## config.mk

```make
export PLATFORM = sky130hd
export DESIGN_NAME = serial_to_parallel_rx_flat
export DESIGN_NICKNAME = d
export VERILOG_FILES = /design/src/rtl/serial_to_parallel_rx_pkg.sv /design/src/rtl/serial_to_parallel_rx_if.sv /design/src/rtl/serial_to_parallel_rx_bit_counter.sv /design/src/rtl/serial_to_parallel_rx.sv /design/src/flat_wrapper.sv
export SDC_FILE = /design/constraint.sdc
export NUM_CORES = 1
export LEC_CHECK = 0
export BUFFER_PORTS_ARGS = -buffer_cell sky130_fd_sc_hd__buf_2
export CAP_MARGIN = 10
export CORE_UTILIZATION = 35
export DETAILED_ROUTE_END_ITERATION = 10
export PLACE_DENSITY_LB_ADDON = 0.2
export SYNTH_ARGS = -nofsm -noshare
export SYNTH_HDL_FRONTEND = slang
export SYNTH_SLANG_ARGS = --single-unit
```

## constraint.sdc

```tcl
create_clock -name ck -period 2.95 [get_ports ck]
set_input_delay 0.1475 -clock ck [delete_from_list [all_inputs] [get_ports ck]]
set_output_delay 0.1475 -clock ck [all_outputs]
set_load 0.01 [all_outputs]
```

## src/rtl/serial_to_parallel_rx_pkg.sv

```systemverilog
// Shared constants, FSM state type and parity helper for the serial link (rx and tx sides).
// Optional feature macro: PARITY_EN (adds one trailing even-parity bit per frame).
package serial_link_pkg;

    localparam int FRAME_BITS = 8;

`ifdef PARITY_EN
    localparam int PARITY_BITS = 1;
`else
    localparam int PARITY_BITS = 0;
`endif

    localparam int FRAME_LEN = FRAME_BITS + PARITY_BITS;
    localparam int CNT_W     = $clog2(FRAME_LEN);

    typedef enum logic [0:0] {
        IDLE = 1'b0,
        RECV = 1'b1
    } rx_state_e;

`ifdef PARITY_EN
    function automatic logic even_parity(input logic [FRAME_BITS-1:0] data);
        return ^data;
    endfunction
`endif

endpackage

```

## src/rtl/serial_to_parallel_rx_if.sv

```systemverilog
// Link-side and consumer-side signals of the serial receiver bundled as one interface.
interface serial_to_parallel_rx_if;
    import serial_link_pkg::*;

    logic                  vi;
    logic                  sin;
    logic                  ack;
    logic [FRAME_BITS-1:0] dout;
    logic                  rdy;
    logic                  ovf;
    logic                  err;

    modport master (output vi, sin, ack, input dout, rdy, ovf, err);
    modport slave  (input vi, sin, ack, output dout, rdy, ovf, err);

endinterface

```

## src/rtl/serial_to_parallel_rx_bit_counter.sv

```systemverilog
// Clear/enable bit counter with terminal-count flag; shared by the rx and tx controllers.
module rx_bit_counter #(
    parameter int               WIDTH = 3,
    parameter logic [WIDTH-1:0] LAST  = '1
) (
    input  logic             ck,
    input  logic             reset,
    input  logic             clr,
    input  logic             en,
    output logic [WIDTH-1:0] cnt,
    output logic             tc
);

    logic [WIDTH-1:0] cnt_r;

    // count register: clear has priority over enable
    always_ff @(posedge ck) begin
        if (reset) begin
            cnt_r <= '0;
        end else if (clr) begin
            cnt_r <= '0;
        end else if (en) begin
            cnt_r <= cnt_r + WIDTH'(1'b1);
        end else begin
            cnt_r <= cnt_r;
        end
    end

    assign cnt = cnt_r;
    assign tc  = (cnt_r == LAST);

endmodule

```

## src/rtl/serial_to_parallel_rx.sv

```systemverilog
// Serial-to-parallel receiver: LSB-first frame assembly, ready/ack hold, sticky overrun, error pulse.
// Optional feature macro: PARITY_EN (trailing even-parity bit checked, bad words dropped).
module serial_to_parallel_rx
    import serial_link_pkg::*;
(
    input  logic                    ck,
    input  logic                    reset,
    serial_to_parallel_rx_if.slave  bus
);

    localparam logic [CNT_W-1:0] CNT_LAST   = CNT_W'(FRAME_LEN - 1);
    localparam logic [CNT_W:0]   DATA_LIMIT = (CNT_W + 1)'(FRAME_BITS);

    rx_state_e             state_r;
    logic [FRAME_BITS-1:0] shift_r;
    logic [FRAME_BITS-1:0] dout_r;
    logic                  rdy_r;
    logic                  ovf_r;
    logic                  err_r;

    logic [CNT_W-1:0]      cnt_s;
    logic                  tc_s;
    logic                  cnt_clr_s;
    logic                  cnt_en_s;
    logic                  shift_en_s;
    logic                  last_s;
    logic                  frame_err_s;
    logic                  par_err_s;
    logic                  deliver_s;
    logic [FRAME_BITS-1:0] word_s;

    rx_bit_counter #(
        .WIDTH (CNT_W),
        .LAST  (CNT_LAST)
    ) u_bit_counter (
        .ck    (ck),
        .reset (reset),
        .clr   (cnt_clr_s),
        .en    (cnt_en_s),
        .cnt   (cnt_s),
        .tc    (tc_s)
    );

    // frame progress decode: last-bit detection, framing error, counter control
    always_comb begin
        last_s      = 1'b0;
        frame_err_s = 1'b0;
        cnt_clr_s   = 1'b0;
        cnt_en_s    = 1'b0;
        shift_en_s  = bus.vi & ({1'b0, cnt_s} < DATA_LIMIT);
        case (state_r)
            IDLE: begin
                cnt_en_s = bus.vi;
            end
            RECV: begin
                if (bus.vi) begin
                    last_s    = tc_s;
                    cnt_clr_s = tc_s;
                    cnt_en_s  = ~tc_s;
                end else begin
                    frame_err_s = 1'b1;
                    cnt_clr_s   = 1'b1;
                end
            end
            default: begin
                cnt_clr_s = 1'b1;
            end
        endcase
    end

    // completed word and its acceptance; the final data bit is still on sin when parity is off
    always_comb begin
`ifdef PARITY_EN
        word_s    = shift_r;
        par_err_s = last_s & (even_parity(shift_r) != bus.sin);
`else
        word_s    = {bus.sin, shift_r[FRAME_BITS-1:1]};
        par_err_s = 1'b0;
`endif
        deliver_s = last_s & ~par_err_s;
    end

    // FSM, shift register and all registered outputs
    always_ff @(posedge ck) begin
        if (reset) begin
            state_r <= IDLE;
            shift_r <= '0;
            dout_r  <= '0;
            rdy_r   <= 1'b0;
            ovf_r   <= 1'b0;
            err_r   <= 1'b0;
        end else begin
            err_r <= frame_err_s | par_err_s;

            if (shift_en_s) begin
                shift_r <= {bus.sin, shift_r[FRAME_BITS-1:1]};
            end else begin
                shift_r <= shift_r;
            end

            case (state_r)
                IDLE: state_r <= bus.vi ? RECV : IDLE;
                RECV: state_r <= (!bus.vi || tc_s) ? IDLE : RECV;
                default: state_r <= IDLE;
            endcase

            // a same-cycle ack frees the holding slot, so the new word is never an overrun
            if (deliver_s) begin
                if (!rdy_r || bus.ack) begin
                    dout_r <= word_s;
                    rdy_r  <= 1'b1;
                end else begin
                    ovf_r  <= 1'b1;
                end
            end else if (rdy_r && bus.ack) begin
                rdy_r <= 1'b0;
            end else begin
                rdy_r <= rdy_r;
            end
        end
    end

    assign bus.dout = dout_r;
    assign bus.rdy  = rdy_r;
    assign bus.ovf  = ovf_r;
    assign bus.err  = err_r;

endmodule

```

## src/flat_wrapper.sv

```systemverilog
// flat-port wrapper written by rule: the top's interface ports become plain ports
module serial_to_parallel_rx_flat import serial_link_pkg::*;
  (ck, reset, bus_vi, bus_sin, bus_ack, bus_dout, bus_rdy, bus_ovf, bus_err);
  serial_to_parallel_rx_if bus_i ();
  input  logic ck;
  input  logic reset;
  input wire logic [$bits(bus_i.vi)-1:0] bus_vi;
  input wire logic [$bits(bus_i.sin)-1:0] bus_sin;
  input wire logic [$bits(bus_i.ack)-1:0] bus_ack;
  output wire logic [$bits(bus_i.dout)-1:0] bus_dout;
  output wire logic [$bits(bus_i.rdy)-1:0] bus_rdy;
  output wire logic [$bits(bus_i.ovf)-1:0] bus_ovf;
  output wire logic [$bits(bus_i.err)-1:0] bus_err;
  assign bus_i.vi = bus_vi;
  assign bus_i.sin = bus_sin;
  assign bus_i.ack = bus_ack;
  assign bus_dout = bus_i.dout;
  assign bus_rdy = bus_i.rdy;
  assign bus_ovf = bus_i.ovf;
  assign bus_err = bus_i.err;
  serial_to_parallel_rx u_core (.ck(ck), .reset(reset), .bus(bus_i));
endmodule
```

==> flow_metrics.py, run 1 <==
metrics = {
    "pwr": {
        "combPwrFrac_pct": 4.7,
        "pwr-share-seq_pct": 55.1,
        "irDropWorstVdd_v": 0.000337,
        "power_density_nw_per_um2": 537,
        "p_switching_uw": 103,
        "intPower_uw": 452,
        "power.clock.fraction_pct": 40.1,
        "p_leak_nw": 0.435,
        "p_sw_share_pct": 18.6,
    },
    "layout": {
        "final_nets": 108,
        "areaGrowthSynthToFinish_pct": 12.5,
        "final_cells": 130,
        "diodes": 0,
        "drive_above_1_share_pct": 22.0,
    },
    "floorplan": {
        "fp.coreArea_um2": 2480,
        "die_w_um": 53.2,
        "io_pins": 16,
        "rows": 18,
        "dieArea_um2": 2830,
        "die_h_um": 53.2,
        "start_util_pct": 37.1,
    },
    "critical_path": {
        "arrival_ns": 2.12,
        "r2r-end": "u_core.bus.dout[7]$_SDFFE_PP0P_",
        "crit_path_start_kind": "flop",
        "cpMostUsedCell": "ha_1",
        "cp_max_fo": 8,
        "cp_data_required_time_ns": 3.18,
        "path_class": "flop to flop",
        "r2r_setup_slack_ns": 1.07,
        "cp_cell_sequence": "ha_1 -> ha_1 -> nand2_4 -> nor3b_2 -> mux2i_1",
        "reg2reg_from": "u_core.u_bit_counter.cnt[0]$_SDFFE_PP0P_",
        "reg2reg_depth": 5,
        "critPathMaxStageDelay_ns": 0.69,
        "end_kind": "flop",
        "slowest_stage": "nor3b_2",
    },
    "synth": {
        "synth_nets": 95,
        "synth_edf_count": 0,
        "synth_top_cells_by_area": "dfxtp_1 48%, mux2i_1 16%, nand2b_1 11%",
        "syn-instance-count": 88,
        "synthArstFlopShare_pct": 0,
        "synth_common_cells": "22 x dfxtp_1, 16 x nand2b_1, 15 x mux2i_1, 12 x nor2_1, 4 x nor3b_1",
        "ys_seq_area_share_pct": 48.0,
        "synthDistinctLibCells": 17,
        "yosys.area.top_type": "dfxtp_1",
        "synth.top_cell.area_share_pct": 48.0,
        "yosysMostFrequentCell": "dfxtp_1",
        "ys_warn_count": 0,
        "avgSynthCellArea_um2": 10.4,
        "yosys_register_bits": 22,
        "syn_area_um2": 918,
        "synth_ff_type": "dfxtp_1",
    },
    "detailed_routing": {
        "wl_um": 1420,
        "viasPerCell": 4.63,
        "drt_first_pass_iters": 4,
        "drc_errors": 0,
        "first_iter_violations": 9,
        "routedWlPerCell_um": 10.9,
        "postRouteAntennaNets": 0,
        "dr_total_vias": 602,
    },
    "timing": {
        "max_freq_ghz": 0.531,
        "rsz0062_at_grt": "no",
        "finalMaxSlewViolations": 0,
        "period_needed_ns": 1.88,
        "period_share_pct": 63.8,
        "setup_viol": 0,
        "fin_tns_setup_ns": 0,
        "hold_viol": 0,
        "tightest_slew_ns": 0.841,
        "slew_headroom_pct": 43.7,
        "finClkSkew_ns": 0.00247,
    },
    "job": {
        "max-cap-violations": 0,
    },
    "placement": {
        "io_buffers": 15,
        "dp_hpwl_um": 945,
        "place_congestion": 0.781,
        "placed_cells": 126,
    },
    "clock_network": {
        "cts.sinks": 22,
        "cts_tree": "yes",
        "cts-hold-fix-buffers": 0,
        "clk_pin_slew_worst_paths_ns": 0.11,
        "cts_setup_buffers": 0,
        "cts.path.max_buffers": 2,
        "root_buffer": "clkbuf_4",
        "htree_levels": 1,
        "cts_resized": 0,
        "cts_buffers": 3,
        "clk_latency_ns": 0.30,
    },
    "hold_path": {
        "holdPathStages": 3,
        "min_path_type": "input pin to flop",
        "hold_end": "u_core.shift_r[7]$_SDFFE_PP0P_",
        "min_from": "bus_sin",
    },
    "grt": {
        "grt_pass1_wl_um": 2440,
        "globalRouteOverflowTotal": 0,
        "grt_usage_pct": 12.6,
        "grt_max_degree": 31,
        "grt_pass1_vias": 551,
        "antenna_found_initial": 0,
    },
    "status": {
        "outcome": "complete, no violations",
    },
}
-- cell type report --
| type | instances | area, um^2 |
|---|---|---|
| fill | 260 | 1440 |
| clock buffer | 3 | 22.5 |
| tap | 30 | 37.5 |
| sequential | 22 | 440 |
| timing repair buffer | 15 | 75.1 |
| clock inverter | 1 | 30.0 |
| multi-input combinational | 59 | 428 |
-- worst max path at each step --
stage | start | end | slack (ns) | cells after the start
2_1_floorplan | u_core.u_bit_counter.cnt[0]$_SDFFE_PP0P_ | u_core.bus.dout[0]$_SDFFE_PP0P_ | 1.63 | 6
3_3_place_gp | u_core.u_bit_counter.cnt[0]$_SDFFE_PP0P_ | u_core.bus.dout[5]$_SDFFE_PP0P_ | 1.15 | 5
3_5_place_dp | u_core.u_bit_counter.cnt[0]$_SDFFE_PP0P_ | u_core.bus.dout[0]$_SDFFE_PP0P_ | 1.04 | 5
4_1_cts | u_core.u_bit_counter.cnt[0]$_SDFFE_PP0P_ | u_core.bus.dout[7]$_SDFFE_PP0P_ | 1.04 | 5
5_1_grt | u_core.u_bit_counter.cnt[0]$_SDFFE_PP0P_ | u_core.bus.dout[7]$_SDFFE_PP0P_ | 0.88 | 5
6_report | u_core.u_bit_counter.cnt[0]$_SDFFE_PP0P_ | u_core.bus.dout[7]$_SDFFE_PP0P_ | 1.07 | 5
-- logic make-up (layout without fill, tap and decap cells) --
family | count (synthesis) | after routing | share of synthesized area, %
AOI/OAI and AO/OA | 6 | 6 | 4.09
adders and majority gates | 2 | 2 | 2.72
buffers and inverters | 7 | 19 | 5.45
DFF | 22 | 22 | 48.0
muxes | 15 | 15 | 16.3
and+or+nand+nor | 36 | 36 | 23.4
-- worst max-delay path: cells and delay by family, from the launching register on --
family                     cells  cell delay (ns)
DFF                            1             0.36
adders and majority gates      2             0.42
and+or+nand+nor                2             0.77
muxes                          1             0.26
-- routing by layer --
metal / track usage [%] / share of wire [%]
met1: 16.3 / 52
met2: 17.9 / 43
met3: 3.74 / 4.0
met4: 7.89 / 0.92
met5: 0 / 0
-- power by group through the flow --
stage	registers, mW	logic (mW)	clock network (mW)
2_1_floorplan	0.311	0.0252	0
3_3_place_gp	0.313	0.0266	0
3_5_place_dp	0.313	0.0265	0
4_1_cts	0.306	0.0267	0.234
5_1_grt	0.307	0.0296	0.249
6_report	0.306	0.0264	0.223
-- metrics by stage --
stage | worst slack [ns] | cell area [um^2] | power [mW] | util (%) | hold slack (ns)
after global routing | 0.876 | 1030 | 0.585 | 41.7 | 0.117
after global placement | 1.15 | 981 | 0.339 | 39.6 | 0.405
after floorplan | 1.63 | 918 | 0.336 | - | 0.295
after detailed placement | 1.04 | 981 | 0.339 | 39.6 | 0.410
final | 1.07 | 1030 | 0.555 | 41.7 | 0.0972
after CTS | 1.04 | 1030 | 0.567 | 41.7 | 0.0864
-- cells in the final DEF (no fill, tap or decap) --
master     Yosys  layout
dfxtp_1       22      22
nand2b_1      16      16
mux2i_1       15      15
buf_2          1      15
nor2_1        12      12
nor3b_1        4       4
a31oi_1        3       3
clkbuf_4       0       3
a21oi_1        2       2
ha_1           2       2
nor2b_1        1       1
nand2_4        1       1
nor3b_2        1       1
a41oi_1        1       1
and3b_2        1       1
bufinv_16      0       1
-- flip-flops by register name (all words and copies together), names as in the netlist --
signal / flops
u_core.bus.dout: 8
u_core.bus.err: 1
u_core.bus.ovf: 1
u_core.bus.rdy: 1
u_core.shift_r: 7
u_core.state_r: 1
u_core.u_bit_counter.cnt: 3
No activity file was read; power rests on OpenSTA's default activity.
==> run 2, diff against run 1 <==
--- a/config.mk
+++ b/config.mk
@@ -5,6 +5,7 @@
 export SDC_FILE = /design/constraint.sdc
 export NUM_CORES = 1
 export LEC_CHECK = 0
+export ABC_AREA = 1
 export BUFFER_PORTS_ARGS = -buffer_cell sky130_fd_sc_hd__buf_2
 export CAP_MARGIN = 10
 export CORE_UTILIZATION = 35
==> constraint.sdc (replaced) <==
create_clock -name ck -period 1.6 [get_ports ck]
set_input_delay 0.08 -clock ck [delete_from_list [all_inputs] [get_ports ck]]
set_output_delay 0.08 -clock ck [all_outputs]
set_load 0.01 [all_outputs]
==> run 2 against run 1 <==
  * Die area down 3.7%
  * Synthesized cell count grew 23%
  * Core utilization is 3.1 points higher
  * Maximum frequency grew 38%
  * Critical endpoint is now u_core.bus.dout[1]$_SDFFE_PP0P_
  * Largest power group unchanged
  * Wire length increased by 6.0%
==> flow_metrics.py, run 2 <==
metrics = {
    "floorplan": {
        "dieArea_um2": 2730,
        "die_h_um": 52.2,
        "io_pins": 16,
        "start_util_pct": 38.5,
        "rows": 17,
        "fp.coreArea_um2": 2300,
        "die_w_um": 52.2,
    },
    "critical_path": {
        "arrival_ns": 1.58,
        "path_class": "flop to flop",
        "cp_max_fo": 9,
        "cp_data_required_time_ns": 1.81,
        "end_kind": "flop",
        "crit_path_start_kind": "flop",
    },
    "clock_network": {
        "cts_tree": "yes",
        "cts.sinks": 22,
        "root_buffer": "clkbuf_4",
        "htree_levels": 1,
        "clk_latency_ns": 0.31,
        "clk_pin_slew_worst_paths_ns": 0.13,
        "cts_buffers": 3,
        "cts.path.max_buffers": 2,
    },
    "timing": {
        "period_needed_ns": 1.36,
        "finalMaxSlewViolations": 0,
        "hold_viol": 0,
        "finClkSkew_ns": 0.00727,
        "tightest_slew_ns": 0.403,
        "setup_viol": 0,
        "hold_ws_ns": 0.0353,
        "slew_headroom_pct": 73.1,
        "max_freq_ghz": 0.733,
        "rsz0062_at_grt": "no",
        "period_share_pct": 85.2,
        "fin_tns_setup_ns": 0,
    },
    "hold_path": {
        "min_path_type": "input pin to flop",
    },
    "pwr": {
        "power_density_nw_per_um2": 1030,
        "p_leak_nw": 0.473,
        "irDropWorstVdd_v": 0.000396,
        "p_total_mw": 1.06,
    },
    "grt": {
        "globalRouteOverflowTotal": 0,
        "grt_max_degree": 19,
        "grt_pass1_wl_um": 2500,
        "antenna_found_initial": 0,
        "grt_usage_pct": 12.9,
        "grt_pass1_vias": 582,
    },
    "detailed_routing": {
        "drt_first_pass_iters": 4,
        "dr_total_vias": 683,
        "drc_errors": 0,
        "first_iter_violations": 18,
        "postRouteAntennaNets": 0,
        "routedWlPerCell_um": 9.80,
        "viasPerCell": 4.46,
        "wl_um": 1500,
    },
    "layout": {
        "areaGrowthSynthToFinish_pct": 16.6,
        "final_nets": 133,
        "post-route-util_pct": 44.8,
        "final-seq-area_um2": 440,
        "layout_commonest_cell": "dfxtp_1",
        "drive_above_1_share_pct": 21.6,
        "largest_reg_flops": 8,
        "multiInputGateArea_um2": 368,
        "diodes": 0,
        "postLayoutCellArea_um2": 1030,
        "final_cell_mix": "22 x dfxtp_1, 21 x nor2_1, 15 x buf_2",
        "fillers": 244,
    },
    "synth": {
        "synth_nets": 115,
        "syn-instance-count": 108,
        "yosysMostFrequentCell": "dfxtp_1",
        "ys_warn_count": 0,
        "synth_common_cells": "22 x dfxtp_1, 21 x nor2_1, 13 x nand2_1, 12 x inv_1, 10 x a21oi_1",
        "avgSynthCellArea_um2": 8.18,
        "yosys_register_bits": 22,
        "synth_edf_count": 0,
        "yosys.area.top_type": "dfxtp_1",
        "syn_area_um2": 883,
        "synth.top_cell.area_share_pct": 49.9,
        "synthDistinctLibCells": 17,
        "synthArstFlopShare_pct": 0,
        "synth_top_cells_by_area": "dfxtp_1 50%, nor2_1 8.9%, a21oi_1 5.7%",
        "synth_ff_type": "dfxtp_1",
        "ys_seq_area_share_pct": 49.9,
    },
    "job": {
        "max-cap-violations": 0,
    },
    "status": {
        "outcome": "complete, no violations",
    },
    "placement": {
        "place_congestion": 0.765,
        "dp_hpwl_um": 1090,
        "dpl-instance-area_um2": 967,
        "io_buffers": 15,
    },
}
==> run 2: cell types whose count changed after synthesis, moves of 2 or more <==
cell / delta
nor3b_1: -4
nand2_1: +13
a31oi_1: -3
nand3_1: +9
clkbuf_1: -2
nor2_1: +9
o21ai_0: +7
nand2b_1: -16
mux2i_1: -15
nand2_2: +3
inv_1: +12
a21oi_1: +8
==> run 2: what timing repair did <==
action / 4_1_cts / 5_1_grt
endpoints found under the hold margin: 4 / 0
hold buffers: 1 / 0
gates resized for setup: 0 / 0
setup buffers: 0 / 0
==> run 2: worst paths after layout <==
check | from | to | slack [ns] | cells after the start
min reg2reg | u_core.shift_r[3]$_SDFFE_PP0P_ | u_core.shift_r[2]$_SDFFE_PP0P_ | 0.48 | 2
min | bus_sin | u_core.shift_r[7]$_SDFFE_PP0P_ | 0.04 | 3
max | u_core.u_bit_counter.cnt[0]$_SDFFE_PP0P_ | u_core.bus.dout[1]$_SDFFE_PP0P_ | 0.24 | 7
max reg2reg | u_core.u_bit_counter.cnt[0]$_SDFFE_PP0P_ | u_core.bus.dout[1]$_SDFFE_PP0P_ | 0.24 | 7
==> run 2: kinds of logic (layout without fill, tap and decap cells) <==
family	Yosys count	after routing	synth area share, %
compound gates	18	18	10.6
xor+xnor	1	1	0.992
fa+ha+maj	2	2	2.83
buf+inv	16	33	8.50
flops	22	22	49.9
simple gates	49	49	27.2
==> run 2: area by class of cell <==
cell class	count	area share, %
Clock inverter	1	2.92
Sequential cell	22	42.8
Timing Repair Buffer	16	8.26
Multi-Input combinational cell	70	35.7
Inverter	13	4.74
Tap cell	28	3.40
Clock buffer	3	2.19
==> run 2: routing by layer <==
layer	up-vias	wire length, um	track usage [%]
met2	15	641	18.4
met3	4	85	2.61
met1	287	743	17.6
li1	377	-	-
met4	0	29	7.89
met5	-	0	0
==> run 2: per-stage QoR <==
stage | setup WS (ns) | cells
5_1_grt | 0.120 | 153
6_report | 0.237 | 153
2_1_floorplan | 0.378 | 108
3_3_place_gp | 0.304 | 148
3_5_place_dp | 0.257 | 148
4_1_cts | 0.227 | 153
==> run 2: where the power goes <==
group	switching (mW)	internal, mW
clock	0.170	0.253
sequential	0.00923	0.565
combinational	0.0398	0.0234
total	0.219	0.842
==> run 2: worst max-delay path: stages, from the launching register on <==
cell and delay (ns):
dfxtp_1 0.37, ha_1 0.16, ha_1 0.23, nand2_2 0.14, nor2_8 0.17, nand3_1 0.09, nand2_1 0.07, nor2_1 0.04
==> run 3, diff against run 2 <==
--- a/config.mk
+++ b/config.mk
@@ -10,6 +10,7 @@
 export CAP_MARGIN = 10
 export CORE_UTILIZATION = 35
 export DETAILED_ROUTE_END_ITERATION = 10
+export MAX_ROUTING_LAYER = met4
 export PLACE_DENSITY_LB_ADDON = 0.2
 export SYNTH_ARGS = -nofsm -noshare
 export SYNTH_HDL_FRONTEND = slang
==> run 3 against run 2 <==
  * Core utilization is the same
  * Critical path type unchanged
  * Largest power group unchanged
  * Critical path depth is the same
  * Highest routed layer unchanged
  * Combinational power is essentially flat
  * Largest cell class unchanged
==> flow_metrics.py, run 3 (synthesis gave the netlist of run 2 again) <==
metrics = {
    "critical_path": {
        "end_kind": "flop",
        "path_class": "flop to flop",
        "crit_path_start_kind": "flop",
        "r2r_setup_slack_ns": 0.24,
        "cp_cell_sequence": "ha_1 -> ha_1 -> nand2_2 -> nor2_8 -> nand3_1 -> nand2_1 -> nor2_1",
        "cp-startpoint": "u_core.u_bit_counter.cnt[0]$_SDFFE_PP0P_",
        "cp_max_fo": 9,
        "cpMostUsedCell": "ha_1",
        "slowest_stage": "dfxtp_1",
        "path_buf_inv": 0,
        "cpLargestDelayFamily": "simple AND/OR/NAND/NOR gates",
        "reg2reg_from": "u_core.u_bit_counter.cnt[0]$_SDFFE_PP0P_",
        "cp_data_required_time_ns": 1.81,
        "critPathMaxStageDelay_ns": 0.37,
        "arrival_ns": 1.58,
    },
    "grt": {
        "grt_usage_pct": 13.2,
        "grt_max_degree": 19,
        "globalRouteOverflowTotal": 0,
        "antenna_found_initial": 0,
        "grt_pass1_wl_um": 2500,
        "grt_pass1_vias": 581,
    },
    "layout": {
        "drive_above_1_share_pct": 21.6,
        "largest_reg_flops": 8,
        "areaGrowthSynthToFinish_pct": 16.6,
        "fillers": 244,
        "final_cell_mix": "22 x dfxtp_1, 21 x nor2_1, 15 x buf_2",
        "final_nets": 133,
        "layout_commonest_cell": "dfxtp_1",
        "post-route-util_pct": 44.8,
        "diodes": 0,
    },
    "job": {
        "max-cap-violations": 0,
    },
    "clock_network": {
        "cts_buffers": 3,
        "cts_setup_buffers": 0,
        "cts.path.max_buffers": 2,
        "clk_pin_slew_worst_paths_ns": 0.13,
        "clk_latency_ns": 0.31,
        "cts-hold-fix-buffers": 1,
        "cts_resized": 0,
        "root_buffer": "clkbuf_4",
        "cts.sinks": 22,
        "htree_levels": 1,
        "cts_tree": "yes",
    },
    "pwr": {
        "combPwrFrac_pct": 6.0,
        "pwr-share-seq_pct": 54.2,
        "p_switching_uw": 219,
        "p_leak_nw": 0.473,
        "intPower_uw": 842,
        "p_sw_share_pct": 20.6,
        "power_density_nw_per_um2": 1030,
        "power.clock.fraction_pct": 39.9,
        "irDropWorstVdd_v": 0.000396,
    },
    "detailed_routing": {
        "viasPerCell": 4.46,
        "routedWlPerCell_um": 9.80,
        "drc_errors": 0,
        "drt_first_pass_iters": 4,
        "first_iter_violations": 18,
        "met2_length_um": 641,
        "postRouteAntennaNets": 0,
        "drt-met1-wl_um": 743,
        "dr_total_vias": 683,
        "route.met3.wl_um": 85,
        "highest_layer": "met4",
        "wl_um": 1500,
    },
    "floorplan": {
        "die_h_um": 52.2,
        "die_w_um": 52.2,
        "dieArea_um2": 2730,
        "start_util_pct": 38.5,
        "fp.coreArea_um2": 2300,
        "rows": 17,
        "io_pins": 16,
    },
    "status": {
        "outcome": "complete, no violations",
    },
    "placement": {
        "io_buffers": 15,
        "place_congestion": 0.775,
        "dp_hpwl_um": 1090,
    },
    "timing": {
        "period_needed_ns": 1.36,
        "fin_tns_setup_ns": 0,
        "period_share_pct": 85.2,
        "slew_headroom_pct": 73.1,
        "setup_viol": 0,
        "max_freq_ghz": 0.733,
        "finalMaxSlewViolations": 0,
        "rsz0062_at_grt": "no",
        "finClkSkew_ns": 0.00727,
        "hold_viol": 0,
        "tightest_slew_ns": 0.403,
    },
    "hold_path": {
        "min_path_type": "input pin to flop",
        "min_from": "bus_sin",
    },
}
==> run 3: area by class of cell <==
class / instances / area, um^2 / area share (%)
Timing Repair Buffer: 16 / 85.1 / 8.26
Tap cell: 28 / 35.0 / 3.40
Clock inverter: 1 / 30.0 / 2.92
Sequential cell: 22 / 440 / 42.8
Multi-Input combinational cell: 70 / 368 / 35.7
Inverter: 13 / 48.8 / 4.74
Clock buffer: 3 / 22.5 / 2.19
==> run 3: path summary, 6_finish.rpt <==
path,end,cells after the start
worst min register to register,u_core.shift_r[2]$_SDFFE_PP0P_,2
worst max register to register,u_core.bus.dout[1]$_SDFFE_PP0P_,7
worst max-delay path,u_core.bus.dout[1]$_SDFFE_PP0P_,7
worst min-delay path,u_core.shift_r[7]$_SDFFE_PP0P_,3
==> run 3: per-layer routing <==
metal / track usage (%) / vias to the layer above
met1: 17.6 / 287
met5: - / -
met3: 2.61 / 4
li1: - / 377
met4: 7.89 / 0
met2: 18.4 / 15
==> run 3: per-stage QoR <==
stage | std cells | hold WS [ns] | cell area (um^2) | total power [mW] | setup slack, ns
floorplan | 108 | 0.149 | 883 | 0.638 | 0.378
CTS | 153 | 0.0183 | 1030 | 1.08 | 0.227
global route | 153 | 0.0158 | 1030 | 1.11 | 0.120
global placement | 148 | 0.306 | 967 | 0.647 | 0.304
finish | 153 | 0.0353 | 1030 | 1.06 | 0.237
detailed placement | 148 | 0.306 | 967 | 0.649 | 0.257
==> run 3: worst min-delay path, cell delays in order <==
cell	delay, ns
buf_2	0.09
inv_1	0.07
a21oi_1	0.06
==> run 3: power by group through the flow <==
| stage | combinational, mW | clock [mW] | sequential (mW) |
|---|---|---|---|
| 2_1_floorplan | 0.0518 | 0 | 0.586 |
| 3_3_place_gp | 0.0610 | 0 | 0.586 |
| 3_5_place_dp | 0.0614 | 0 | 0.587 |
| 4_1_cts | 0.0635 | 0.439 | 0.575 |
| 5_1_grt | 0.0723 | 0.465 | 0.577 |
| 6_report | 0.0631 | 0.423 | 0.575 |
